===== config.mk =====
export PLATFORM = sky130hd
export DESIGN_NAME = avl_arbiter_2m
export DESIGN_NICKNAME = d
export VERILOG_FILES = /design/src/rtl/avl_arb_pkg.sv /design/src/rtl/avl_arb_watchdog.sv /design/src/rtl/avl_arbiter_2m.sv
export SDC_FILE = /design/constraint.sdc
export NUM_CORES = 1
export LEC_CHECK = 0
export CAP_MARGIN = 20
export CORE_AREA = 2 2 119 121
export CTS_CLUSTER_DIAMETER = 150
export DETAILED_ROUTE_END_ITERATION = 16
export DIE_AREA = 0 0 121 123
export PLACE_DENSITY = 0.73
export SLEW_MARGIN = 20
export SYNTH_ARGS = -nofsm -noshare
export SYNTH_HDL_FRONTEND = slang
export SYNTH_SLANG_ARGS = --single-unit

===== constraint.sdc =====
create_clock -name clk -period 2.1 [get_ports clk]
set_input_delay 0.315 -clock clk [delete_from_list [all_inputs] [get_ports clk]]
set_output_delay 0.315 -clock clk [all_outputs]
set_load 0.02 [all_outputs]

===== src/rtl/avl_arb_pkg.sv =====
// rtl/avl_arb_pkg.sv - shared types and constants for the two-master Avalon-MM arbiter
package avl_arb_pkg;

  typedef enum logic [1:0] {
    IDLE  = 2'd0,
    GNT_I = 2'd1,
    GNT_D = 2'd2
  } arb_state_t;

  typedef enum logic {
    MID_I = 1'b0,
    MID_D = 1'b1
  } arb_mid_t;

  // Boundary between the data region (below) and the instruction region (at and above).
  localparam logic [31:0] INSTR_BASE = 32'hBFC00000;

endpackage


===== src/rtl/avl_arb_watchdog.sv =====
// rtl/avl_arb_watchdog.sv - saturating stall counter with sticky timeout flag
module avl_arb_watchdog
  import avl_arb_pkg::*;
#(
  parameter int TIMEOUT_CYCLES = 256
) (
  input  logic clk,
  input  logic rst_n,
  input  logic i_stall,
  output logic o_timeout_err
);

  localparam logic [15:0] LP_LIMIT = 16'(TIMEOUT_CYCLES);

  logic [15:0] r_cnt;
  logic        r_err;
  logic [15:0] w_cnt_nxt;

  // Any non-stalled cycle (completion or idle) restarts the count.
  always_comb begin
    w_cnt_nxt = '0;
    if (i_stall) begin
      w_cnt_nxt = (r_cnt < LP_LIMIT) ? r_cnt + 16'd1 : r_cnt;
    end
  end

  always_ff @(posedge clk or negedge rst_n) begin
    if (!rst_n) begin
      r_cnt <= '0;
      r_err <= 1'b0;
    end else begin
      r_cnt <= w_cnt_nxt;
      if (w_cnt_nxt == LP_LIMIT) begin
        r_err <= 1'b1;
      end
    end
  end

  assign o_timeout_err = r_err;

endmodule


===== src/rtl/avl_arbiter_2m.sv =====
// rtl/avl_arbiter_2m.sv - instruction/data master to single slave Avalon-MM arbiter
// ARB_ROUND_ROBIN_EN: IDLE ties alternate via last_grant; otherwise data master wins ties.
module avl_arbiter_2m
  import avl_arb_pkg::*;
#(
  parameter int ADDR_W         = 32,
  parameter int DATA_W         = 32,
  parameter int TIMEOUT_CYCLES = 256
) (
  input  logic                clk,
  input  logic                rst_n,
  input  logic [ADDR_W-1:0]   i_address,
  input  logic                i_read,
  input  logic                i_write,
  input  logic [DATA_W/8-1:0] i_byteenable,
  input  logic [DATA_W-1:0]   i_writedata,
  output logic [DATA_W-1:0]   i_readdata,
  output logic                i_waitrequest,
  input  logic [ADDR_W-1:0]   d_address,
  input  logic                d_read,
  input  logic                d_write,
  input  logic [DATA_W/8-1:0] d_byteenable,
  input  logic [DATA_W-1:0]   d_writedata,
  output logic [DATA_W-1:0]   d_readdata,
  output logic                d_waitrequest,
  output logic [ADDR_W-1:0]   m_address,
  output logic                m_read,
  output logic                m_write,
  output logic [DATA_W/8-1:0] m_byteenable,
  output logic [DATA_W-1:0]   m_writedata,
  input  logic [DATA_W-1:0]   m_readdata,
  input  logic                m_waitrequest,
  output logic                timeout_err
);

  arb_state_t r_state;
  arb_state_t w_state_nxt;
  arb_state_t w_tie_gnt;
  logic       w_i_req;
  logic       w_d_req;
  logic       w_stall;

  assign w_i_req = i_read | i_write;
  assign w_d_req = d_read | d_write;

`ifdef ARB_ROUND_ROBIN_EN
  arb_mid_t r_last_grant;

  assign w_tie_gnt = (r_last_grant == MID_I) ? GNT_D : GNT_I;

  always_ff @(posedge clk or negedge rst_n) begin
    if (!rst_n) begin
      r_last_grant <= MID_I;
    end else if (w_state_nxt == GNT_I) begin
      r_last_grant <= MID_I;
    end else if (w_state_nxt == GNT_D) begin
      r_last_grant <= MID_D;
    end
  end
`else
  assign w_tie_gnt = GNT_D;
`endif

  always_ff @(posedge clk or negedge rst_n) begin
    if (!rst_n) begin
      r_state <= IDLE;
    end else begin
      r_state <= w_state_nxt;
    end
  end

  // On completion the finished master's strobes are stale, so only the other one is considered.
  always_comb begin
    w_state_nxt = r_state;
    case (r_state)
      IDLE: begin
        if (w_i_req && w_d_req) begin
          w_state_nxt = w_tie_gnt;
        end else if (w_d_req) begin
          w_state_nxt = GNT_D;
        end else if (w_i_req) begin
          w_state_nxt = GNT_I;
        end
      end
      GNT_I: begin
        if (!w_i_req) begin
          w_state_nxt = IDLE;
        end else if (!m_waitrequest) begin
          w_state_nxt = w_d_req ? GNT_D : IDLE;
        end
      end
      GNT_D: begin
        if (!w_d_req) begin
          w_state_nxt = IDLE;
        end else if (!m_waitrequest) begin
          w_state_nxt = w_i_req ? GNT_I : IDLE;
        end
      end
      default: w_state_nxt = IDLE;
    endcase
  end

  always_comb begin
    m_address     = '0;
    m_read        = 1'b0;
    m_write       = 1'b0;
    m_byteenable  = '0;
    m_writedata   = '0;
    i_waitrequest = 1'b1;
    d_waitrequest = 1'b1;
    i_readdata    = '0;
    d_readdata    = '0;
    case (r_state)
      GNT_I: begin
        m_address     = i_address;
        m_read        = i_read;
        m_write       = i_write;
        m_byteenable  = i_byteenable;
        m_writedata   = i_writedata;
        i_waitrequest = m_waitrequest;
        i_readdata    = i_read ? m_readdata : '0;
      end
      GNT_D: begin
        m_address     = d_address;
        m_read        = d_read;
        m_write       = d_write;
        m_byteenable  = d_byteenable;
        m_writedata   = d_writedata;
        d_waitrequest = m_waitrequest;
        d_readdata    = d_read ? m_readdata : '0;
      end
      default: ;
    endcase
  end

  assign w_stall = (r_state != IDLE) && m_waitrequest;

  avl_arb_watchdog #(
    .TIMEOUT_CYCLES(TIMEOUT_CYCLES)
  ) u_watchdog (
    .clk          (clk),
    .rst_n        (rst_n),
    .i_stall      (w_stall),
    .o_timeout_err(timeout_err)
  );

endmodule


==> results.md, run 1 <==
- # Max-Cap Violations: 0
- Most used DFF post-synth: dfrtp_1
- Slew HR: 74.5%
- Post-CTS Hold Buffers: 0
- Async set or reset register ratio after synthesis: 100%
- Pins Over Slew Limit: 0
- Largest net degree at the start of global routing: 53
- Yosys warning count: 0
- Sequential area share after synthesis: 18.7%
- Fmax: 485 MHz
- Netlist cell types: 34
- Root Buffer: clkbuf_16
- Post-DP HPWL: 11.8 mm
- Critical Path RT: 1.78 ns
- Worst-Skew Late Latency: 0.25 ns
- Initial core utilization: 18.7%
- Minimum clock period: 2.06 ns
- DRT iter0 DRCs: 198
- Setup slack at placement: -0.129 ns
- Post-synth EDFFs: 0
- Routability Congestion: 0.823
- Layout Nets: 831
- Clock Pin Slew Worst Setup and Hold Paths: 0.05 ns
- CTS H-tree lvls: 1
- Synth area leader: a22oi_1
- # IOs: 312
- Total gr overflow: 0
- Setup violators final: 0
- First-pass GRT wire length: 21.5 mm
- CP max FO: 37
- Worst Path Arrival: 1.75 ns
- WL final: 14.8 mm
- Synthesized net count: 528
- Setup crit end kind: output pin
- CTS buffer count: 3
- DR vias: 3979
- Clock buffer depth: 2
- Peak supply drop: 0.383 mV
- Crit path cell chain: inv_1 -> ha_4 -> buf_12 -> a22oi_1 -> nor2b_2 -> clkdlybuf4s15_2
- Mapped cell area: 2550 um^2
- TNS Setup: 0 ns
- Tot Pwr: 5.51 mW
- Die Width: 121 um
- Final Hold Viols: 0
- Post-synth top area share: 20.9%
- Die area: 14900 um^2
- Gate Count Post-Synth: 348
- Synth top cells by count: a22oi_1 (71), nor2b_1 (71), and3_1 (65), clkbuf_1 (31), dfrtp_1 (19)
- Die H: 123 um
- DRT Pass-1 Iters: 4
- Residual DRC: 0
- Leak: 2.75 nW
- Port Buffers: 311
- CP peak stage delay: 0.37 ns
- CTS sink count: 19
- Area Overhead vs Synth: 131%
- Final period util: 98.2%
- All-Layer GR Usage: 17.9%
- Core Region: 13600 um^2
- Row cnt: 43
- Core Util, Final: 43.2%
- Startpoint Class: flop
- Synth top area cells: a22oi_1 (21%), dfrtp_1 (19%), nor2b_1 (17%)
- Initial antenna violation count: 1
- Slowest-stage cell, CP: dfrtp_1
- Post-synthesis area per instance: 7.32 um^2
- Post-Route Skew: 0.00140 ns
- Wire per inst: 17.8 um
- PwrDens: 939 nW/um^2
- WS Path Type: reg -> out
- CTS tree: built
- Hold Path Class: in -> async
- Least-Margin Pin Slew: 0.379 ns
- Status: finished, final reports clean
- Flop and latch count out of synthesis: 19
- Setup ws final: 0.0383 ns
- Avg Vias per Cell: 4.79
- RSZ-0062 raised after global routing: yes
- Critical path's top delay family: buffers and inverters
- Vias in the first global route: 4095
- Layout cell share with drive strength beyond 1: 23.5%
- Critical path buffer and inverter count: 3
- Post-DRT Antenna Nets: 0
kinds of logic (layout without fill, tap and decap cells):
| kind of cell | after synthesis | count (layout) | share of synthesized area, % |
|---|---|---|---|
| other | 0 | 1 | 0 |
| adders and majority gates | 5 | 5 | 2.45 |
| buffers and inverters | 44 | 346 | 6.82 |
| and+or+nand+nor | 188 | 188 | 44.7 |
| muxes | 3 | 3 | 1.18 |
| DFF | 19 | 19 | 18.7 |
| AOI/OAI and AO/OA | 84 | 84 | 24.5 |
| xor gates and xnor gates | 5 | 5 | 1.72 |
cells in the final DEF, fill, tap and decap left out, drive strengths merged:
| cell type | n |
|---|---|
| dfrtp | 19 |
| nand2 | 12 |
| and3 | 65 |
| clkbuf | 78 |
| a41o | 1 |
| inv | 4 |
| clkdlybuf4s50 | 175 |
| xor2 | 2 |
| nand4 | 2 |
| and2 | 7 |
| a211o | 2 |
| diode | 1 |
| nand2b | 6 |
| nand3 | 3 |
| xnor2 | 3 |
| dlygate4sd2 | 45 |
| nor3 | 4 |
| a32o | 1 |
| a21oi | 2 |
| a41oi | 1 |
| nor3b | 1 |
| nor2 | 10 |
| o31ai | 1 |
| nor4 | 4 |
| o21ai | 4 |
| buf | 32 |
| nor2b | 71 |
| a22oi | 71 |
| or4 | 3 |
| ha | 5 |
| mux2i | 3 |
| a21boi | 1 |
| clkdlybuf4s15 | 12 |
where the power goes:
| group | switching [mW] | internal (mW) |
|---|---|---|
| registers | 0.0340 | 0.394 |
| clock network | 0.138 | 0.258 |
| logic | 2.52 | 2.17 |
worst paths after layout:
kind	startpoint	endpoint	slack (ns)	cells past startpoint
max	r_state[1]	m_address[14]	0.04	6
min	rst_n	u_watchdog.r_cnt[6]	0.40	2
max reg2reg	u_watchdog.r_cnt[13]	u_watchdog.o_timeout_err	0.04	5
min reg2reg	u_watchdog.o_timeout_err	u_watchdog.o_timeout_err	0.47	1
max in group asynchronous	rst_n	r_state[0]	1.49	2
min in group clk	u_watchdog.o_timeout_err	u_watchdog.o_timeout_err	0.47	1
final cells by class:
type | count | area, um^2
well taps | 180 | 225
inverters | 4 | 15.0
repair buffers | 338 | 3030
flip-flops and latches | 19 | 475
clock buffers | 4 | 78.8
fillers | 1378 | 7740
multi-input cells | 285 | 2050
diodes | 1 | 2.50
worst reg2reg max path: cells and delay by family (launching register included):
family	cells	cell delay (ns)
AND/OR/NAND/NOR	3	1.02
flip-flops	1	0.38
multiplexers	1	0.33
AO/OA/AOI/OAI	1	0.21
through the flow:
step / hold WS, ns / cell area, um^2 / std cells
final: 0.400 / 5880 / 831
after global routing: 0.423 / 5880 / 831
after CTS: 0.414 / 6070 / 828
after detailed placement: 0.459 / 6090 / 824
after global placement: 0.463 / 6090 / 824
after floorplan: 0.0194 / 2600 / 348
per-layer routing:
metal	track usage, %	wire length [um]
met1	21.4	5720
met2	32.1	7570
met3	4.34	1200
met4	4.43	297
met5	0	0
state kept, by name, summed over array words and instances, names as in the netlist:
signal	flops
u_watchdog.o_timeout_err	1
u_watchdog.r_cnt	16
r_state	2
timing repair:
item / 4_1_cts / 5_1_grt
gates resized for setup: 167 / 149
pin swaps: 0 / 0
cloned: 0 / 1
buffers inserted: 0 / 1
endpoints found under the setup margin: 133 / 99
Note: power is estimated with default switching activity, not from simulation.
==> run 2, diff against run 1 <==
--- a/config.mk
+++ b/config.mk
@@ -5,12 +5,13 @@
 export SDC_FILE = /design/constraint.sdc
 export NUM_CORES = 1
 export LEC_CHECK = 0
+export ABC_AREA = 1
 export CAP_MARGIN = 20
-export CORE_AREA = 2 2 119 121
+export CORE_AREA = 2 2 121 123
 export CTS_CLUSTER_DIAMETER = 150
 export DETAILED_ROUTE_END_ITERATION = 16
-export DIE_AREA = 0 0 121 123
-export PLACE_DENSITY = 0.73
+export DIE_AREA = 0 0 123 125
+export PLACE_DENSITY_LB_ADDON = 0.25
 export SLEW_MARGIN = 20
 export SYNTH_ARGS = -nofsm -noshare
 export SYNTH_HDL_FRONTEND = slang
==> results.md, run 2 <==
- Status: finished, final reports clean
- Die Width: 123 um
- Avg Vias per Cell: 4.06
- Final period util: 98.5%
- Layout Nets: 978
- Most frequent cells in the layout: nand2_1 (176), clkdlybuf4s50_1 (175), nor2_1 (85)
- Internal reg-to-reg setup slack: 0.45 ns
- Peak supply drop: 0.462 mV
- Crit Reg-Reg Endpoint: u_watchdog.o_timeout_err
- DR vias: 3979
- Post-synthesis area per instance: 5.03 um^2
- Core Region: 14200 um^2
- Placed cell count: 976
- Post-Route Skew: 0.00200 ns
- Post-DP HPWL: 11.2 mm
- Synth Area in Adders: 2.54%
- Setup ws final: 0.0313 ns
- Routability Congestion: 0.774
- Fmax: 483 MHz
- All-Layer GR Usage: 16.6%
- Met2 Usage GRT: 32.9%
- Worst-case reg-to-reg path depth: 9
- Yosys warning count: 0
- WL final: 13.5 mm
- Synth top area cells: nand2_1 (27%), dfrtp_1 (19%), a21oi_1 (15%)
- CTS buffer count: 3
- Layer with the highest usage: met2
- Tot Pwr: 4.99 mW
- Multiplexer share of the synthesized area: 0.406%
- Setup crit end kind: output pin
- Critical Path RT: 1.78 ns
- Vias in the first global route: 3760
- Netlist cell types: 22
- WS Path Type: reg -> out
- Area after DPL: 5940 um^2
- Final Hold Viols: 0
- Met1 Use GR: 17.8%
- CP max FO: 32
- PwrDens: 881 nW/um^2
- Clock buffer depth: 2
- Initial core utilization: 17.4%
- Worst Path Arrival: 1.75 ns
- Port Buffers: 311
- CTS tree: built
- Row cnt: 44
- Crit path cell chain: inv_2 -> ha_1 -> inv_2 -> buf_12 -> a21oi_1 -> clkdlybuf4s15_1
- Max reg flops: 16
- Flop and latch count out of synthesis: 19
- Slowest-stage cell, CP: dfrtp_1
- CP peak stage delay: 0.42 ns
- Simple logic cell fraction of the synthesized area: 45.5%
- Synth top cells by count: nand2_1 (176), nor2_1 (85), a21oi_1 (72), inv_1 (68), clkbuf_1 (26)
- Most used DFF post-synth: dfrtp_1
- Post-synth top area share: 26.8%
- Async set or reset register ratio after synthesis: 100%
- Non-filler cells, final: 981
- CTS H-tree lvls: 1
- Post-synth EDFFs: 0
- Minimum clock period: 2.07 ns
- Count leader, synth: nand2_1
- Wire per inst: 13.8 um
- Synth area leader: nand2_1
- Clock Pin Slew Worst Setup and Hold Paths: 0.06 ns
- Root Buffer: clkbuf_16
- # IOs: 312
- Crit path from: r_state[0]
- Number of diodes: 0
- Slew HR: 69.7%
- CTS sink count: 19
- Setup violators final: 0
- Layout cell share with drive strength beyond 1: 18.8%
- Die H: 125 um
- Leak: 2.77 nW
- Post-DRT Antenna Nets: 0
- Design Area, Final: 5670 um^2
- DRT Pass-1 Iters: 4
- Gate Count Post-Synth: 490
- Setup crit end: m_address[3]
- Largest net degree at the start of global routing: 36
- Least-Margin Pin Slew: 0.454 ns
- Area Overhead vs Synth: 130%
- Worst-Skew Late Latency: 0.25 ns
- Hold Path Class: in -> async
- Core Util, Final: 39.9%
- Residual DRC: 0
- Mapped cell area: 2470 um^2
- Synthesized net count: 670
- Sequential area share after synthesis: 19.3%
- Top cell by count, worst path: inv_2
- Reg with most FFs: u_watchdog.r_cnt
- Startpoint Class: flop
- Met3 Use GR: 3.88%
- Largest family of logic cells by synthesized area: simple AND/OR/NAND/NOR gates
- RSZ-0062 raised after global routing: yes
- Reg-to-reg startpoint: u_watchdog.r_cnt[13]
- First-pass GRT wire length: 20.1 mm
- Post-Synth XOR/XNOR Area: 0%
- Postcts setup bufs: 0
- Most common cell after layout, fill and taps aside: nand2_1
- Die area: 15400 um^2
- Pins Over Slew Limit: 0
- Synth Area in Compound Gates: 16.3%
- Setup slack at placement: -0.161 ns
- DRT iter0 DRCs: 143
- Total gr overflow: 0
- Initial antenna violation count: 0
- # Max-Cap Violations: 0
-- run 2: changes by cell type in the layout (fill, tap and decap cells not counted), sizes merged, moves of 25 or more --
cell,change
and3,-65
inv,+68
nor2b,-71
nor2,+79
a22oi,-71
dlygate4sd2,-31
clkbuf,-25
buf,+32
a21oi,+70
nand2,+165
-- run 2: power breakdown --
part           switching (mW)  total [mW]  internal, mW
Combinational            2.56        4.17          1.62
Clock                   0.142       0.398         0.256
Sequential             0.0258       0.421         0.395
-- run 2: worst min-delay path by stage --
stage | from | endpoint | cells after the start
global placement | u_watchdog.o_timeout_err | u_watchdog.o_timeout_err | 2
detailed placement | u_watchdog.o_timeout_err | u_watchdog.o_timeout_err | 2
global route | rst_n | u_watchdog.r_cnt[12] | 2
floorplan | rst_n | r_state[0] | 0
finish | rst_n | u_watchdog.r_cnt[12] | 2
CTS | rst_n | u_watchdog.r_cnt[5] | 2
-- run 2: area by class of cell --
type | count | area, um^2
tap | 184 | 230
multi-input combinational | 369 | 1640
clock inverter | 1 | 5.00
timing repair buffer | 333 | 2970
clock buffer | 3 | 75.1
sequential | 19 | 475
fill | 1622 | 8540
inverter | 72 | 270
-- run 2: routing by layer --
metal	part of all wire, %	wire [um]
met1	36	4920
met2	55	7420
met3	7.8	1060
met4	1.0	136
met5	0	0
-- run 2: logic make-up after synthesis --
group,after synthesis
AO/OA/AOI/OAI,79
adder cells (fa/ha/maj),5
buffers and inverters,102
flip-flops,19
multiplexers,1
AND/OR/NAND/NOR,284
-- run 2: critical path, delay by kind of cell (launching register included) --
kind,cells,cell delay (ns)
DFF,1,0.42
adders and majority gates,1,0.31
buffers and inverters,4,0.63
AOI/OAI and AO/OA,1,0.13
-- run 2: metrics by stage --
step / TNS [ns] / hold WS [ns]
finish: 0 / 0.406
floorplan: 0 / 0.0194
global placement: -3.55 / 0.448
global route: -0.101 / 0.434
detailed placement: -4.82 / 0.449
CTS: -0.199 / 0.419
-- run 2: what timing repair did --
action / 4_1_cts / 5_1_grt
setup endpoints to repair: 133 / 110
gates resized for setup: 282 / 122
pin swaps: 0 / 1
cloned: 0 / 1
hold buffers: 0 / 0
